File: src/rtl/lsu_ctrl_if.sv
// Core/memory bus bundle for the load/store unit.
// The slave modport is the LSU itself; the master modport is the core plus memory environment.
interface lsu_ctrl_if;
    logic        core_req_i;
    logic        core_we_i;
    logic [2:0]  core_size_i;
    logic [31:0] core_addr_i;
    logic [31:0] core_wd_i;
    logic [31:0] core_rd_o;
    logic        core_stall_o;
    logic        core_err_o;
    logic        mem_req_o;
    logic        mem_we_o;
    logic [3:0]  mem_be_o;
    logic [31:0] mem_addr_o;
    logic [31:0] mem_wd_o;
    logic [31:0] mem_rd_i;
    logic        mem_ready_i;

    modport slave (
        input  core_req_i, core_we_i, core_size_i, core_addr_i, core_wd_i,
        input  mem_rd_i, mem_ready_i,
        output core_rd_o, core_stall_o, core_err_o,
        output mem_req_o, mem_we_o, mem_be_o, mem_addr_o, mem_wd_o
    );

    modport master (
        output core_req_i, core_we_i, core_size_i, core_addr_i, core_wd_i,
        output mem_rd_i, mem_ready_i,
        input  core_rd_o, core_stall_o, core_err_o,
        input  mem_req_o, mem_we_o, mem_be_o, mem_addr_o, mem_wd_o
    );
endinterface

File: src/rtl/lsu_ctrl.sv
// Load/store initiator: a two-state IDLE/BUSY controller that issues one memory access
// per core request, stalls the core until completion and returns extended load data.
module lsu_ctrl #(
    parameter int unsigned TIMEOUT = 16
) (
    input  logic       clk_i,
    input  logic       rst_i,
    lsu_ctrl_if.slave  bus
);

    typedef enum logic {IDLE = 1'b0, BUSY = 1'b1} state_t;

    localparam logic [7:0] CNT_LAST = 8'(TIMEOUT - 1);

    state_t      state_r;
    logic [7:0]  cnt_r;
    logic        we_r;
    logic [2:0]  size_r;
    logic [1:0]  off_r;
    logic [31:0] addr_r;
    logic [3:0]  be_r;
    logic [31:0] wd_r;

    logic        legal_s;
    logic [3:0]  be_s;
    logic [31:0] wd_s;

    function automatic logic is_legal(input logic we, input logic [2:0] size, input logic [1:0] off);
        logic ok;
        case (size)
            3'b000:  ok = 1'b1;
            3'b001:  ok = (off[0] == 1'b0);
            3'b010:  ok = (off == 2'b00);
            3'b100:  ok = !we;
            3'b101:  ok = !we && (off[0] == 1'b0);
            default: ok = 1'b0;
        endcase
        return ok;
    endfunction

    function automatic logic [3:0] lane_be(input logic [2:0] size, input logic [1:0] off);
        logic [3:0] be;
        case (size[1:0])
            2'b00:   be = 4'b0001 << off;
            2'b01:   be = 4'b0011 << {off[1], 1'b0};
            2'b10:   be = 4'b1111;
            default: be = 4'b0000;
        endcase
        return be;
    endfunction

    function automatic logic [31:0] lane_wd(input logic [2:0] size, input logic [31:0] wd);
        logic [31:0] rep;
        case (size[1:0])
            2'b00:   rep = {4{wd[7:0]}};
            2'b01:   rep = {2{wd[15:0]}};
            2'b10:   rep = wd;
            default: rep = 32'h0000_0000;
        endcase
        return rep;
    endfunction

    // Lane is picked from the latched byte offset, then widened according to size.
    function automatic logic [31:0] load_extend(input logic [2:0] size, input logic [1:0] off,
                                                input logic [31:0] word);
        logic [31:0] sh;
        logic [31:0] ext;
        sh = word >> {off, 3'b000};
        case (size)
            3'b000:  ext = {{24{sh[7]}}, sh[7:0]};
            3'b001:  ext = {{16{sh[15]}}, sh[15:0]};
            3'b010:  ext = word;
            3'b100:  ext = {24'h00_0000, sh[7:0]};
            3'b101:  ext = {16'h0000, sh[15:0]};
            default: ext = 32'h0000_0000;
        endcase
        return ext;
    endfunction

    assign legal_s = is_legal(bus.core_we_i, bus.core_size_i, bus.core_addr_i[1:0]);
    assign be_s    = lane_be(bus.core_size_i, bus.core_addr_i[1:0]);
    assign wd_s    = lane_wd(bus.core_size_i, bus.core_wd_i);

    // Output decode; the request cycle drives memory straight from the core so latency is two cycles.
    always_comb begin
        bus.mem_req_o    = 1'b0;
        bus.mem_we_o     = 1'b0;
        bus.mem_be_o     = 4'b0000;
        bus.mem_addr_o   = 32'h0000_0000;
        bus.mem_wd_o     = 32'h0000_0000;
        bus.core_rd_o    = 32'h0000_0000;
        bus.core_stall_o = 1'b0;
        bus.core_err_o   = 1'b0;
        if (rst_i) begin
            bus.mem_req_o = 1'b0;
        end else begin
            case (state_r)
                IDLE: begin
                    if (bus.core_req_i && legal_s) begin
                        bus.mem_req_o    = 1'b1;
                        bus.mem_we_o     = bus.core_we_i;
                        bus.mem_be_o     = be_s;
                        bus.mem_addr_o   = {bus.core_addr_i[31:2], 2'b00};
                        bus.mem_wd_o     = wd_s;
                        bus.core_stall_o = 1'b1;
                    end else if (bus.core_req_i) begin
                        bus.core_err_o = 1'b1;
                    end else begin
                        bus.core_err_o = 1'b0;
                    end
                end
                BUSY: begin
                    bus.mem_req_o  = 1'b1;
                    bus.mem_we_o   = we_r;
                    bus.mem_be_o   = be_r;
                    bus.mem_addr_o = addr_r;
                    bus.mem_wd_o   = wd_r;
                    if (bus.mem_ready_i) begin
                        bus.core_rd_o = we_r ? 32'h0000_0000 : load_extend(size_r, off_r, bus.mem_rd_i);
                    end else if (cnt_r == CNT_LAST) begin
                        bus.core_err_o = 1'b1;
                    end else begin
                        bus.core_stall_o = 1'b1;
                    end
                end
                default: begin
                    bus.mem_req_o = 1'b0;
                end
            endcase
        end
    end

    // FSM state, timeout counter and the request latched at acceptance.
    always_ff @(posedge clk_i) begin
        if (rst_i) begin
            state_r <= IDLE;
            cnt_r   <= 8'd0;
            we_r    <= 1'b0;
            size_r  <= 3'b000;
            off_r   <= 2'b00;
            addr_r  <= 32'h0000_0000;
            be_r    <= 4'b0000;
            wd_r    <= 32'h0000_0000;
        end else begin
            case (state_r)
                IDLE: begin
                    if (bus.core_req_i && legal_s) begin
                        we_r    <= bus.core_we_i;
                        size_r  <= bus.core_size_i;
                        off_r   <= bus.core_addr_i[1:0];
                        addr_r  <= {bus.core_addr_i[31:2], 2'b00};
                        be_r    <= be_s;
                        wd_r    <= wd_s;
                        cnt_r   <= 8'd0;
                        state_r <= BUSY;
                    end else begin
                        state_r <= IDLE;
                    end
                end
                BUSY: begin
                    if (bus.mem_ready_i || (cnt_r == CNT_LAST)) begin
                        state_r <= IDLE;
                    end else begin
                        cnt_r <= cnt_r + 8'd1;
                    end
                end
                default: begin
                    state_r <= IDLE;
                end
            endcase
        end
    end

endmodule

File: src/flat_wrapper.sv
// flat-port wrapper written by rule: the top's interface ports become plain ports
module lsu_ctrl_flat 
#(
    parameter int unsigned TIMEOUT = 16
)
  (clk_i, rst_i, bus_core_req_i, bus_core_we_i, bus_core_size_i, bus_core_addr_i, bus_core_wd_i, bus_mem_rd_i, bus_mem_ready_i, bus_core_rd_o, bus_core_stall_o, bus_core_err_o, bus_mem_req_o, bus_mem_we_o, bus_mem_be_o, bus_mem_addr_o, bus_mem_wd_o);
  lsu_ctrl_if bus_i ();
  input  logic clk_i;
  input  logic rst_i;
  input wire logic [$bits(bus_i.core_req_i)-1:0] bus_core_req_i;
  input wire logic [$bits(bus_i.core_we_i)-1:0] bus_core_we_i;
  input wire logic [$bits(bus_i.core_size_i)-1:0] bus_core_size_i;
  input wire logic [$bits(bus_i.core_addr_i)-1:0] bus_core_addr_i;
  input wire logic [$bits(bus_i.core_wd_i)-1:0] bus_core_wd_i;
  input wire logic [$bits(bus_i.mem_rd_i)-1:0] bus_mem_rd_i;
  input wire logic [$bits(bus_i.mem_ready_i)-1:0] bus_mem_ready_i;
  output wire logic [$bits(bus_i.core_rd_o)-1:0] bus_core_rd_o;
  output wire logic [$bits(bus_i.core_stall_o)-1:0] bus_core_stall_o;
  output wire logic [$bits(bus_i.core_err_o)-1:0] bus_core_err_o;
  output wire logic [$bits(bus_i.mem_req_o)-1:0] bus_mem_req_o;
  output wire logic [$bits(bus_i.mem_we_o)-1:0] bus_mem_we_o;
  output wire logic [$bits(bus_i.mem_be_o)-1:0] bus_mem_be_o;
  output wire logic [$bits(bus_i.mem_addr_o)-1:0] bus_mem_addr_o;
  output wire logic [$bits(bus_i.mem_wd_o)-1:0] bus_mem_wd_o;
  assign bus_i.core_req_i = bus_core_req_i;
  assign bus_i.core_we_i = bus_core_we_i;
  assign bus_i.core_size_i = bus_core_size_i;
  assign bus_i.core_addr_i = bus_core_addr_i;
  assign bus_i.core_wd_i = bus_core_wd_i;
  assign bus_i.mem_rd_i = bus_mem_rd_i;
  assign bus_i.mem_ready_i = bus_mem_ready_i;
  assign bus_core_rd_o = bus_i.core_rd_o;
  assign bus_core_stall_o = bus_i.core_stall_o;
  assign bus_core_err_o = bus_i.core_err_o;
  assign bus_mem_req_o = bus_i.mem_req_o;
  assign bus_mem_we_o = bus_i.mem_we_o;
  assign bus_mem_be_o = bus_i.mem_be_o;
  assign bus_mem_addr_o = bus_i.mem_addr_o;
  assign bus_mem_wd_o = bus_i.mem_wd_o;
  lsu_ctrl #(.TIMEOUT(TIMEOUT)) u_core (.clk_i(clk_i), .rst_i(rst_i), .bus(bus_i));
endmodule
File: config.mk
export PLATFORM = sky130hd
export DESIGN_NAME = lsu_ctrl_flat
export DESIGN_NICKNAME = d
export VERILOG_FILES = /design/src/rtl/lsu_ctrl_if.sv /design/src/rtl/lsu_ctrl.sv /design/src/flat_wrapper.sv
export SDC_FILE = /design/constraint.sdc
export NUM_CORES = 1
export LEC_CHECK = 0
export ABC_AREA = 1
export CAP_MARGIN = 10
export CORE_AREA = 2 2 108 110
export CTS_CLUSTER_SIZE = 16
export DETAILED_ROUTE_END_ITERATION = 16
export DIE_AREA = 0 0 110 112
export HOLD_SLACK_MARGIN = 0.02
export PLACE_DENSITY = 0.84
export RECOVER_POWER = 50
export SYNTH_ARGS = -nofsm -noshare
export SYNTH_HDL_FRONTEND = slang
export SYNTH_SLANG_ARGS = --single-unit
File: constraint.sdc
create_clock -name clk_i -period 3.2 [get_ports clk_i]
set_input_delay 0.64 -clock clk_i [delete_from_list [all_inputs] [get_ports clk_i]]
set_output_delay 0.64 -clock clk_i [all_outputs]
set_load 0.005 [all_outputs]
==> impl_metrics.json <==
{
  "sort_of_element_at_the_start_of_the_critical_path": "input port",
  "clk_pin_slew_worst_paths_ns": 0.06,
  "number_of_enable_flip_flop_cells_after_synthesis": 0,
  "min-delay-start": "u_core.addr_r[19]",
  "timing.final.crit_share_pct": 96.8,
  "initial_antenna_violation_count": 0,
  "avgRoutedWirePerCell_um": 13.8,
  "worstSetupPathType": "input port to output pin",
  "max-vdd-ir-drop_mv": 0.337,
  "critical_path_depth": 12,
  "run_status": "complete, but fails checks",
  "synth-async-reset-ratio_pct": 0,
  "drt_pass_1_iters": 5,
  "final_common_cell": "sky130_fd_sc_hd__nand2_1",
  "synth-main-ff-cell": "sky130_fd_sc_hd__dfxtp_1",
  "tritoncts_num_sinks": 81,
  "wire_length_of_the_first_global_routing_pass_mm": 27.1,
  "drt-total-wl_mm": 17.1,
  "timing_worst_slew_pin_value_ns": 1.53,
  "die_x_um": 110,
  "mean_area_per_synthesized_cell_um2": 5.91,
  "stdcell_count": 1245,
  "nFillCells": 937,
  "drt-initial-drc-count": 489,
  "grt_most_used_layer": "met2",
  "clock.fmax_ghz": 0.323,
  "cp_slowest_stage_delay_ns": 0.49,
  "min-delay-path-class": "flop to flop",
  "syn2layout_area_growth_pct": 57.3,
  "synth_seq_cells": 81,
  "detailedPlace.worstSlack_ns": -0.117,
  "whs_ns": 0.463,
  "p_total_mw": 2.78,
  "clock_latency_ns": 0.34,
  "finalCriticalPeriod_ns": 3.10,
  "die-height_um": 112,
  "crit_buf_inv": 6,
  "drv_cap": 1,
  "ctsHtreeMaxLevel": 3,
  "global_route.usage.met1_pct": 34.4,
  "grt_setup_unrepaired": "true",
  "layout-drive-gt1-share_pct": 11.3,
  "root_buffer": "sky130_fd_sc_hd__clkbuf_16",
  "worstReg2RegEnd": "u_core.cnt_r[4]",
  "layout_common_cells": "sky130_fd_sc_hd__nand2_1 (310), sky130_fd_sc_hd__a21oi_1 (142), sky130_fd_sc_hd__clkdlybuf4s50_1 (133), sky130_fd_sc_hd__dfxtp_1 (80), sky130_fd_sc_hd__nor2_1 (73)",
  "fp.dieArea_mm2": 0.0123,
  "largest_net_degree_at_the_start_of_global_routing": 147,
  "design.core.area_mm2": 0.0112,
  "num_antenna_cells": 0,
  "crit_path_max_fanout": 29,
  "timing.clock.skew_ns": 0.00521,
  "leakage_nw": 3.73,
  "violated_checks": "max-capacitance violations, max-slew violations",
  "final_critical_path_setup_slack_ns": 0.101,
  "timing.critical_path.required_ns": 2.56,
  "hold_path_depth": 2,
  "setup-tns-final_ns": 0,
  "r2r-start": "u_core.state_r",
  "grt_util_met3_pct": 7.32,
  "power-per-cell-area_mw_per_mm2": 346,
  "clock_path_buffers": 2,
  "finish.net_count": 1202,
  "ys.warnings.count": 0,
  "slew_headroom_pct": -2.05,
  "post_synth_inst_count": 862,
  "gp_congestion": 0.888,
  "met2_usage_pct": 44.3,
  "report.final.setup_viol": 0,
  "layout.core_utilization_pct": 71.7,
  "critPathLaunch": "bus_core_size_i[1]",
  "timing.reg2reg.setup_slack_ns": 0.85,
  "clock_tree_from_tritoncts": "yes",
  "arrival_ns": 2.46,
  "first_global_vias": 5799,
  "vias": 6443,
  "total_drc_errors_in_the_routed_layout": 0,
  "overflow": 0,
  "finish.instance_area_mm2": 0.00801,
  "drtAntennaViolNets": 0,
  "final_report_max_slew_violation_count": 77,
  "r2r.worst_path.cells": 6,
  "dp_hpwl_mm": 12.1,
  "post_drt_via_cell_ratio": 5.18,
  "cts_made_buffers": 9,
  "pin_count": 208,
  "placedInstanceArea_mm2": 0.00766,
  "cp_cell_sequence": "clkdlybuf4s50_1 -> inv_2 -> nor2_4 -> nand3_2 -> nand2_2 -> nand3_4 -> inv_6 -> buf_4 -> buf_12 -> nand2_1 -> a21oi_1 -> dlygate4sd2_1",
  "netlist_area_mm2": 0.00509,
  "final-hold-violation-count": 0,
  "rows": 39,
  "capturing_element_type_of_the_critical_path": "output pin",
  "dpl.cell_count": 1227,
  "synth.yosys.seq_area_share_pct": 31.8,
  "critPathSlowestCell": "sky130_fd_sc_hd__clkdlybuf4s50_1",
  "post_synth_num_cell_types": 33,
  "critical_path.top_delay_family": "buffers and inverters",
  "initial_utilization_pct": 45.6,
  "port_buffers": 205,
  "global_route.usage.total_pct": 27.1,
  "hold_path_end": "u_core.addr_r[19]"
}
## cell type report
class                      count  area [µm²]  share of cell area (%)
inverter                      61         234                    2.92
clock buffer                  15         298                    3.72
clock inverter                 1        30.0                   0.375
timing repair buffer         282        2650                    33.0
sequential                    81        1620                    20.3
tap                          143         179                    2.23
multi-input combinational    662        3000                    37.5
## power by group
| part | internal, mW | switching [mW] | total [mW] |
|---|---|---|---|
| Clock | 0.711 | 0.403 | 1.11 |
| Sequential | 1.05 | 0.0260 | 1.07 |
| Combinational | 0.294 | 0.292 | 0.586 |
## how the worst max path moves through the flow
stage / end / slack, ns
after CTS: bus_mem_be_o[3] / 0.006
after global placement: bus_mem_be_o[1] / -0.12
final: bus_mem_addr_o[29] / 0.10
after floorplan: bus_mem_be_o[2] / 0.84
after detailed placement: bus_mem_wd_o[17] / -0.12
after global routing: bus_mem_addr_o[29] / -0.03
## registers in the layout (all words and copies together), names as in the netlist
name            count
u_core.addr_r      30
u_core.be_r         4
u_core.we_r         1
u_core.cnt_r        8
u_core.off_r        2
u_core.size_r       3
u_core.wd_r        32
u_core.state_r      1
## synth_stat cells (2+ instances only)
| master | instances | share of area (%) |
|---|---|---|
| sky130_fd_sc_hd__buf_4 | 13 | 1.9 |
| sky130_fd_sc_hd__nor2_1 | 73 | 5.4 |
| sky130_fd_sc_hd__a21oi_1 | 152 | 15 |
| sky130_fd_sc_hd__inv_1 | 59 | 4.3 |
| sky130_fd_sc_hd__o22ai_1 | 7 | 0.86 |
| sky130_fd_sc_hd__o21ai_0 | 42 | 4.1 |
| sky130_fd_sc_hd__nand4_1 | 2 | 0.25 |
| sky130_fd_sc_hd__nand2_2 | 2 | 0.25 |
| sky130_fd_sc_hd__nand3_2 | 2 | 0.39 |
| sky130_fd_sc_hd__a22oi_1 | 8 | 1.2 |
| sky130_fd_sc_hd__buf_2 | 13 | 1.3 |
| sky130_fd_sc_hd__a22o_1 | 8 | 1.4 |
| sky130_fd_sc_hd__nand2_1 | 311 | 23 |
| sky130_fd_sc_hd__nand3_1 | 38 | 3.7 |
| sky130_fd_sc_hd__inv_2 | 2 | 0.15 |
| sky130_fd_sc_hd__dfxtp_1 | 81 | 32 |
| sky130_fd_sc_hd__clkbuf_1 | 32 | 2.4 |
| sky130_fd_sc_hd__o31ai_1 | 2 | 0.29 |
## worst min-delay path, cell delays in order (launching register included)
cell,delay (ns)
sky130_fd_sc_hd__dfxtp_1,0.31
sky130_fd_sc_hd__nand2_1,0.06
sky130_fd_sc_hd__a21oi_1,0.05
## kinds of logic (layout without fill, tap and decap cells)
family,after synthesis,after routing,synth area share [%]
other cells,1,2,0.0736
buf+inv,120,359,10.3
fa+ha+maj,1,1,0.246
compound gates,224,224,23.5
flops,81,81,31.8
simple gates,435,435,34.1
## per-layer routing
layer | wire [µm] | part of all wire [%]
met1 | 7000 | 41
met2 | 8200 | 48
met3 | 1570 | 9.1
met4 | 364 | 2.1
met5 | 0 | 0
## what timing repair did
action / 4_1_cts / 5_1_grt
pin swaps: 1 / 3
hold buffers: 0 / 0
endpoints found under the setup margin: 69 / 36
setup buffers: 0 / 2
resized for setup: 65 / 49
Power figures use the tool's default switching activity.
==> variant (same settings) <==
`TIMEOUT` is set to 16 in 2 places; all go to 12.
--- a/src/rtl/lsu_ctrl.sv
+++ b/src/rtl/lsu_ctrl.sv
@@ -1,7 +1,7 @@
 // Load/store initiator: a two-state IDLE/BUSY controller that issues one memory access
 // per core request, stalls the core until completion and returns extended load data.
 module lsu_ctrl #(
-    parameter int unsigned TIMEOUT = 16
+    parameter int unsigned TIMEOUT = 12
 ) (
     input  logic       clk_i,
     input  logic       rst_i,
--- a/src/flat_wrapper.sv
+++ b/src/flat_wrapper.sv
@@ -1,7 +1,7 @@
 // flat-port wrapper written by rule: the top's interface ports become plain ports
 module lsu_ctrl_flat 
 #(
-    parameter int unsigned TIMEOUT = 16
+    parameter int unsigned TIMEOUT = 12
 )
   (clk_i, rst_i, bus_core_req_i, bus_core_we_i, bus_core_size_i, bus_core_addr_i, bus_core_wd_i, bus_mem_rd_i, bus_mem_ready_i, bus_core_rd_o, bus_core_stall_o, bus_core_err_o, bus_mem_req_o, bus_mem_we_o, bus_mem_be_o, bus_mem_addr_o, bus_mem_wd_o);
   lsu_ctrl_if bus_i ();
Behaviour: same outputs for any inputs over 4 cycles, from zero or initial values and one cycle with rst_i high; that may be too few to reach the edited logic, so the function may still have changed.
==> variant against the unedited design <==
  * The run ends with negative setup slack left
  * Setup slack worse by 0.12 ns
  * Wire length up 35%
  * Sequential cell count unchanged
  * Critical path depth up 7
  * Design area up 16%
  * Power up 9.7%
  * Area after synthesis up 15%
  * Critical path type is now primary input to flop
  * Critical endpoint is now u_core.addr_r[31]$_SDFFE_PP0P_
  * Largest cell class unchanged
  * Highest routed layer is now met5
==> variant: results (changes against the unedited design) <==
| Metric | Value |
|---|---|
| Layout fillers | 717 (-23%) |
| Failing checks | negative setup slack |
| First-pass GRT wire length | 34,700 µm (+28%) |
| Max IR drop VDD | 0.000251 V (-26%) |
| Setup ws final | -0.0185 ns (-0.120 ns) |
| Total of max-cap violations | 0 (-1) |
| Cell Area, Placed | 8400 µm² (+9.7%) |
| Final setup viols | 1 (+1) |
| Vias in the first global route | 7,024 (+21%) |
| Initial antenna violation count | 3 (+3) |
| Rel. slew slack | 0.365 (+0.386) |
| Clock skew | 0.00815 ns (+0.00294 ns) |
| DR vias/cell | 5.80 (+12%) |
| P_int | 2.11 mW (+2.9%) |
| Final setup TNS | -0.0185 ns (-0.0185 ns) |
| GR Util All Layers | 0.351 (+0.0801) |
| Met3 usage | 0.0808 (+0.00761) |
| 1st-pass router iterations | 6 (+1) |
| P_leak | 4.03 nW (+8.0%) |
| Vias post-DR | 7,693 (+19%) |
| Mapped Cells | 918 (+6.5%) |
| DR WL/cell | 17.4 µm (+26%) |
| Initial DRC count | 832 (+70%) |
| Outcome | finished, violations left |
| Largest net degree at the start of global routing | 86 (-41%) |
| Cell variety after synth | 29 (-12%) |
| Pre-CTS WS | -0.133 ns (-0.0160 ns) |
[variant: path summary, 6_finish.rpt]
path / slack (ns) / cells past startpoint / end / from
worst max-delay path: -0.02 / 19 / u_core.addr_r[31]$_SDFFE_PP0P_ / bus_core_we_i
worst min-delay path: 0.46 / 2 / u_core.wd_r[4]$_SDFFE_PP0P_ / u_core.wd_r[4]$_SDFFE_PP0P_
worst max register to register: 0.40 / 16 / u_core.wd_r[24]$_SDFFE_PP0P_ / u_core.state_r$_SDFF_PP0_
worst min register to register: 0.46 / 2 / u_core.wd_r[4]$_SDFFE_PP0P_ / u_core.wd_r[4]$_SDFFE_PP0P_
[variant: metal layers]
metal  vias up  share of wire
met2       463           0.48
met1      3532           0.38
met5         -        0.00056
met3        89          0.096
met4         2          0.049
li1       3607              -
[variant: repair_timing]
action	CTS	global route
endpoints found under the hold margin	0	0
endpoints found under the setup margin	66	55
pin swaps	22	11
cloned	6	2
buffers inserted	30	5
resized for setup	71	32
[variant: critical path, stage by stage]
cell and delay [ns]:
clkdlybuf4s50_1 0.44, nand2_2 0.14, nand3_4 0.15, nand2_8 0.14
buf_12 0.15, nand4_1 0.12, buf_4 0.17, buf_4 0.12
buf_4 0.12, buf_4 0.12, buf_4 0.13, buf_4 0.13
buf_4 0.12, buf_4 0.13, buf_4 0.13, buf_4 0.13
buf_4 0.13, buf_4 0.12, a21oi_1 0.15
[variant: cells by family (layout without fill, tap and decap cells)]
group | count (synthesis) | count (layout) | share of synthesized area
and+or+nand+nor | 500 | 501 | 0.427
AOI/OAI and AO/OA | 199 | 199 | 0.185
buffers and inverters | 136 | 397 | 0.110
DFF | 81 | 81 | 0.276
adders and majority gates | 1 | 1 | 0.00213
other | 1 | 4 | 0.000638
[variant: cell type report]
class                           count  area [µm²]  area share
Multi-Input combinational cell    703        3730       0.403
Sequential cell                    81        1620       0.175
Inverter                           55         213      0.0230
Tap cell                          143         179      0.0193
Clock inverter                      5        61.3     0.00662
Clock buffer                       11         253      0.0273
Timing Repair Buffer              326        3200       0.345
Antenna cell                        2        5.00    0.000540
[variant: per-stage QoR]
| step | hold WS [ns] | utilization |
|---|---|---|
| floorplan | 0.439 | - |
| global placement | 0.449 | 0.752 |
| detailed placement | 0.453 | 0.752 |
| CTS | 0.463 | 0.817 |
| global route | 0.473 | 0.829 |
| finish | 0.464 | 0.829 |
[variant: power groups by stage]
stage	registers (mW)	logic (mW)	clock network, mW
floorplan	1.08	0.406	0
global placement	1.09	0.736	0
detailed placement	1.09	0.743	0
CTS	1.07	0.805	1.10
global route	1.07	0.924	1.14
finish	1.07	0.866	1.11
